**config.mk**
```make
export PLATFORM = sky130hd
export DESIGN_NAME = reg_file_sb
export DESIGN_NICKNAME = d
export VERILOG_FILES = /design/src/rtl/reg_file_pkg.sv /design/src/rtl/reg_scoreboard.sv /design/src/rtl/reg_file_sb.sv
export SDC_FILE = /design/constraint.sdc
export NUM_CORES = 2
export LEC_CHECK = 0
export CAP_MARGIN = 0
export CORE_MARGIN = 2
export CORE_UTILIZATION = 45
export DETAILED_ROUTE_END_ITERATION = 10
export MAX_ROUTING_LAYER = met4
export PLACE_DENSITY = 0.63
export SETUP_SLACK_MARGIN = 0.02
export SYNTH_ARGS = -nofsm -noshare
export SYNTH_HDL_FRONTEND = slang
export SYNTH_SLANG_ARGS = --single-unit
```
**constraint.sdc**
```tcl
create_clock -name clk -period 7.7 [get_ports clk]
set_clock_uncertainty 0.2 [all_clocks]
set_input_delay 1.54 -clock clk [delete_from_list [all_inputs] [get_ports clk]]
set_output_delay 1.54 -clock clk [all_outputs]
set_load 0.005 [all_outputs]
```
**src/rtl/reg_file_pkg.sv**
```systemverilog
// reg_file_pkg: shared widths and constants for the
// register file and its scoreboard.
package reg_file_pkg;

    localparam int DATA_W_DEF = 32;
    localparam int ADDR_W_DEF = 5;
    localparam int R0_ADDR    = 0;

endpackage

```
**src/rtl/reg_scoreboard.sv**
```systemverilog
// reg_scoreboard: per-register pending bits, busy flags
// with writeback bypass, and a running pending count.
module reg_scoreboard
    import reg_file_pkg::*;
#(
    parameter int ADDR_W  = ADDR_W_DEF,
    parameter int NUM_RD  = 2,
    parameter int ZERO_R0 = 1
) (
    input  logic                     clk,
    input  logic                     rst,
    input  logic                     wr_en,
    input  logic [ADDR_W-1:0]        wr_addr,
    input  logic                     iss_en,
    input  logic [ADDR_W-1:0]        iss_addr,
    input  logic [NUM_RD*ADDR_W-1:0] rd_addr,
    output logic [NUM_RD-1:0]        rd_busy,
    output logic [ADDR_W:0]          pend_cnt
);

    localparam int DEPTH = 2 ** ADDR_W;
    localparam int CW    = ADDR_W + 1;

    logic [DEPTH-1:0] pending;
    logic             iss_ok;
    logic             set_new;
    logic             clr_old;

    assign iss_ok  = iss_en &&
                     !(ZERO_R0 != 0 && iss_addr == ADDR_W'(R0_ADDR));
    assign set_new = iss_ok && !pending[iss_addr];
    assign clr_old = wr_en && pending[wr_addr] &&
                     !(iss_ok && iss_addr == wr_addr);

    // Writeback clears, issue sets afterwards so a same-address issue wins.
    always_ff @(posedge clk) begin
        if (rst) begin
            pending  <= '0;
            pend_cnt <= '0;
        end else begin
            if (wr_en)
                pending[wr_addr] <= 1'b0;
            if (iss_ok)
                pending[iss_addr] <= 1'b1;
            pend_cnt <= pend_cnt + CW'(set_new) - CW'(clr_old);
        end
    end

    for (genvar k = 0; k < NUM_RD; k++) begin : g_busy
        logic [ADDR_W-1:0] a;
        assign a = rd_addr[k*ADDR_W +: ADDR_W];
        assign rd_busy[k] = pending[a] && !(wr_en && wr_addr == a);
    end

endmodule

```
**src/rtl/reg_file_sb.sv**
```systemverilog
// reg_file_sb: multi-port register file with writeback
// bypass and an issue/writeback scoreboard.
module reg_file_sb
    import reg_file_pkg::*;
#(
    parameter int DATA_W  = DATA_W_DEF,
    parameter int ADDR_W  = ADDR_W_DEF,
    parameter int NUM_RD  = 2,
    parameter int ZERO_R0 = 1
) (
    input  logic                     clk,
    input  logic                     rst,
    input  logic [NUM_RD*ADDR_W-1:0] rd_addr,
    output logic [NUM_RD*DATA_W-1:0] rd_data,
    output logic [NUM_RD-1:0]        rd_busy,
    input  logic                     wr_en,
    input  logic [ADDR_W-1:0]        wr_addr,
    input  logic [DATA_W-1:0]        wr_data,
    input  logic                     iss_en,
    input  logic [ADDR_W-1:0]        iss_addr,
    output logic [ADDR_W:0]          pend_cnt
);

    localparam int DEPTH = 2 ** ADDR_W;

    logic [DATA_W-1:0] regs [DEPTH];
    logic              wr_ok;

    assign wr_ok = wr_en &&
                   !(ZERO_R0 != 0 && wr_addr == ADDR_W'(R0_ADDR));

    // Data array: cleared on reset, r0 writes dropped when hardwired.
    always_ff @(posedge clk) begin
        if (rst) begin
            for (int i = 0; i < DEPTH; i++)
                regs[i] <= '0;
        end else if (wr_ok) begin
            regs[wr_addr] <= wr_data;
        end
    end

    for (genvar k = 0; k < NUM_RD; k++) begin : g_rd
        logic [ADDR_W-1:0] a;
        logic              is_r0;
        assign a     = rd_addr[k*ADDR_W +: ADDR_W];
        assign is_r0 = ZERO_R0 != 0 && a == ADDR_W'(R0_ADDR);
        assign rd_data[k*DATA_W +: DATA_W] =
            is_r0                   ? '0      :
            (wr_en && wr_addr == a) ? wr_data :
                                      regs[a];
    end

    reg_scoreboard #(
        .ADDR_W  (ADDR_W),
        .NUM_RD  (NUM_RD),
        .ZERO_R0 (ZERO_R0)
    ) u_sb (
        .clk      (clk),
        .rst      (rst),
        .wr_en    (wr_en),
        .wr_addr  (wr_addr),
        .iss_en   (iss_en),
        .iss_addr (iss_addr),
        .rd_addr  (rd_addr),
        .rd_busy  (rd_busy),
        .pend_cnt (pend_cnt)
    );

endmodule

```
==> impl_results.md <==
- Period Utilization, post-route: 98.2%
- Synth async-reset ratio: 0%
- RSZ-0062 raised after global routing: no
- Root Buffer: clkbuf_16
- Synth top area cells: edfxtp_1 (52%), mux4_2 (14%), and2_1 (11%), mux2i_1 (5.4%), clkbuf_1 (1.8%)
- Crit path largest cell delay: 0.99 ns
- Initial Util: 45.4%
- Setup Fix Bufs, Post-CTS: 0
- Grt peak-use layer: met2
- Finished Cell Area: 65,900 µm²
- FP Rows: 132
- Core Box Area: 130,000 µm²
- Post-CTS sizing: 0
- Layout area overhead: 11.8%
- RR Startpoint: u_sb.pending[7]$_SDFF_PP0_
- Hold Startpoint: u_sb.pending[26]$_SDFF_PP0_
- Period minus WS final: 7.56 ns
- Max transition margin: 2.55%
- Peak supply drop: 184 µV
- GR Util met3: 9.87%
- Initial antenna violation count: 15
- Setup WS post-layout: 0.141 ns
- Netlist cell types: 81
- Routability cong.: 0.950
- DR DRC count: 0
- Die area: 134,000 µm²
- Share of the synthesized area in the top cell type: 52.2%
- CTS sink count: 1,062
- CP most frequent cell: clkdlybuf4s50_1
- Worst Setup Path Type: in2out
- # setup viols final: 0
- FF+latch count, synth: 1,062
- CP Max Fanout: 17
- HP Class: reg2reg
- Arr. time, crit path: 5.82 ns
- Worst-Skew Late Latency: 0.74 ns
- Fin. Hold Viols: 0
- Nets: 4,367
- # Max-Cap Violations: 0
- CTS tree: built
- R2R cell count: 12
- EDFF count, synth: 1,024
- H-tree Lvls: 3
- M1 GR Usage: 43.4%
- Reg clk slew, reported paths: 0.06 ns
- GR Util met2: 47.5%
- CP endpoint kind: primary output
- Power density cells: 216 nW/µm²
- Pin slew with the least headroom to its limit: 1.45 ns
- Hold path depth: 2
- Antenna-violating nets left: 0
- Pin count of the biggest net entering global routing: 92
- DR WL/cell: 35.5 µm
- Worst Hold Path EP: u_sb.pending[26]$_SDFF_PP0_
- Leak: 23.0 nW
- Share of the yosys chip area belonging to registers: 53.5%
- First-pass GRT wire length: 304,000 µm
- Routed wire length: 218,000 µm
- Area leader, netlist: edfxtp_1
- Ys Warns: 0
- Placed cell areas: 62,400 µm²
- Worst path slowest cell: nor4_1
- Clock buffer depth: 3
- Cell count after synthesis: 4,252
- First-pass DRT Iterations: 8
- Syn avg cell area: 13.9 µm²
- Cell Area, Synth: 58,900 µm²
- CP Cell Sequence: clkdlybuf4s50_1, xor2_1, nor4_1, nand3_2, nor2_1, a221o_1, clkdlybuf4s50_1
- PortBufs: 127
- R2r setup slk: 4.39 ns
- Vias in the first global route: 40,100
- HPWL after DPL: 135,000 µm
- Boundary pin count: 128
- Layout filler cell count: 11,000
- Chip height: 366 µm
- Vias: 41,200
- Synth Flop Type: edfxtp_1
- Most frequent cells in the layout: edfxtp_1 (1,024), and2_1 (1,000), mux4_2 (377)
- Slew Limit Fails: 0
- Layout cells sized above 1: 20.4%
- CTS Hold Bufs: 0
- Total power: 14.2 mW
- Type of origin of the critical path: input pin
- R2R Path End: u_sb.pend_cnt[5]$_SDFF_PP0_
- TritonCTS Buffers: 114
- Place WS: 0.542 ns
- Via density: 6.69
- Commonest non-fill, non-tap cell in the layout: edfxtp_1
- GRT overflow: 0
- Detailed Route Iter0 Violations: 7,009
- Setup TNS: 0 ns
- Chip width: 366 µm
- Tot GR Track Use: 33.0%
- Fmax: 132 MHz
- Outcome: finished clean
- CP required: 5.96 ns
==> flip-flops by register name (all words and copies together), names as in the netlist <==
name and flops:
regs 1024, u_sb.pending 32, u_sb.pend_cnt 6
==> layer usage <==
metal	up-vias	wire length [µm]	part of all wire [%]
li1	16400	-	-
met2	3040	95800	44
met5	-	0	0
met1	21200	83300	38
met3	565	28400	13
met4	0	11000	5.0
==> synth_stat cells (15+ instances only) <==
master    number
buf_4         22
buf_2         60
mux2_2        32
a221o_1       29
a211oi_1      22
edfxtp_1    1024
a21oi_1      101
inv_1         20
buf_8         25
mux2i_1      320
nor2_1       100
clkbuf_1     276
and2_1      1001
o22ai_1       73
a22oi_1       34
nand2_1      112
mux4_2       377
nand3_1       30
a22o_1        17
o21ai_0      120
o211ai_1      17
buf_6         35
nor3_1        28
dfxtp_1       38
nor2b_1       15
a221oi_1      80
==> worst max-delay path: cells and delay by family <==
family          cells  cell delay, ns
compound gates      1            0.47
xor+xnor            1            0.26
buf+inv             2            1.20
simple gates        3            2.34
==> final cells by class <==
type	count	area (µm²)	area share [%]
inverter	21	78.8	0.120
sequential	1062	31500	47.8
antenna	13	32.5	0.0494
multi-input combinational	2748	25500	38.7
timing repair buffer	357	3100	4.70
tap	1742	2180	3.31
clock inverter	66	514	0.780
clock buffer	144	3000	4.55
==> worst max-delay path by stage <==
stage	from	end	depth (start not counted)
3_3_place_gp	wr_addr[2]	rd_data[3]	7
3_5_place_dp	wr_addr[2]	rd_data[3]	7
4_1_cts	wr_addr[2]	rd_data[3]	7
5_1_grt	wr_addr[2]	rd_data[2]	7
2_1_floorplan	wr_addr[4]	regs[4][0]$_SDFFCE_PN0P_	4
6_report	wr_addr[2]	rd_data[5]	7
==> stage by stage <==
step | hold WS [ns] | instances | utilization (%)
after CTS | 0.329 | 6140 | 50.7
after global placement | 0.304 | 5930 | 48.0
after detailed placement | 0.319 | 5930 | 48.0
after global routing | 0.347 | 6149 | 50.8
final | 0.337 | 6153 | 50.8
after floorplan | 0.272 | 4283 | -
==> power by group <==
group,switching (mW),leakage (nW),internal (mW)
clock,2.40,1.70,2.94
sequential,0.163,10.1,6.65
combinational,1.25,11.3,0.816
total,3.81,23.0,10.4
==> cells by family (layout without fill, tap and decap cells) <==
group / count (synthesis) / after routing / share of synthesized area (%)
adders and majority gates: 7 / 7 / 0.161
xor gates and xnor gates: 19 / 19 / 0.282
DFF: 1062 / 1062 / 53.5
other: 1 / 45 / 0.00636
buffers and inverters: 473 / 588 / 4.57
and+or+nand+nor: 1364 / 1364 / 13.6
muxes: 743 / 743 / 21.1
AOI/OAI and AO/OA: 583 / 583 / 6.82
(Power assumes the default switching activity.)
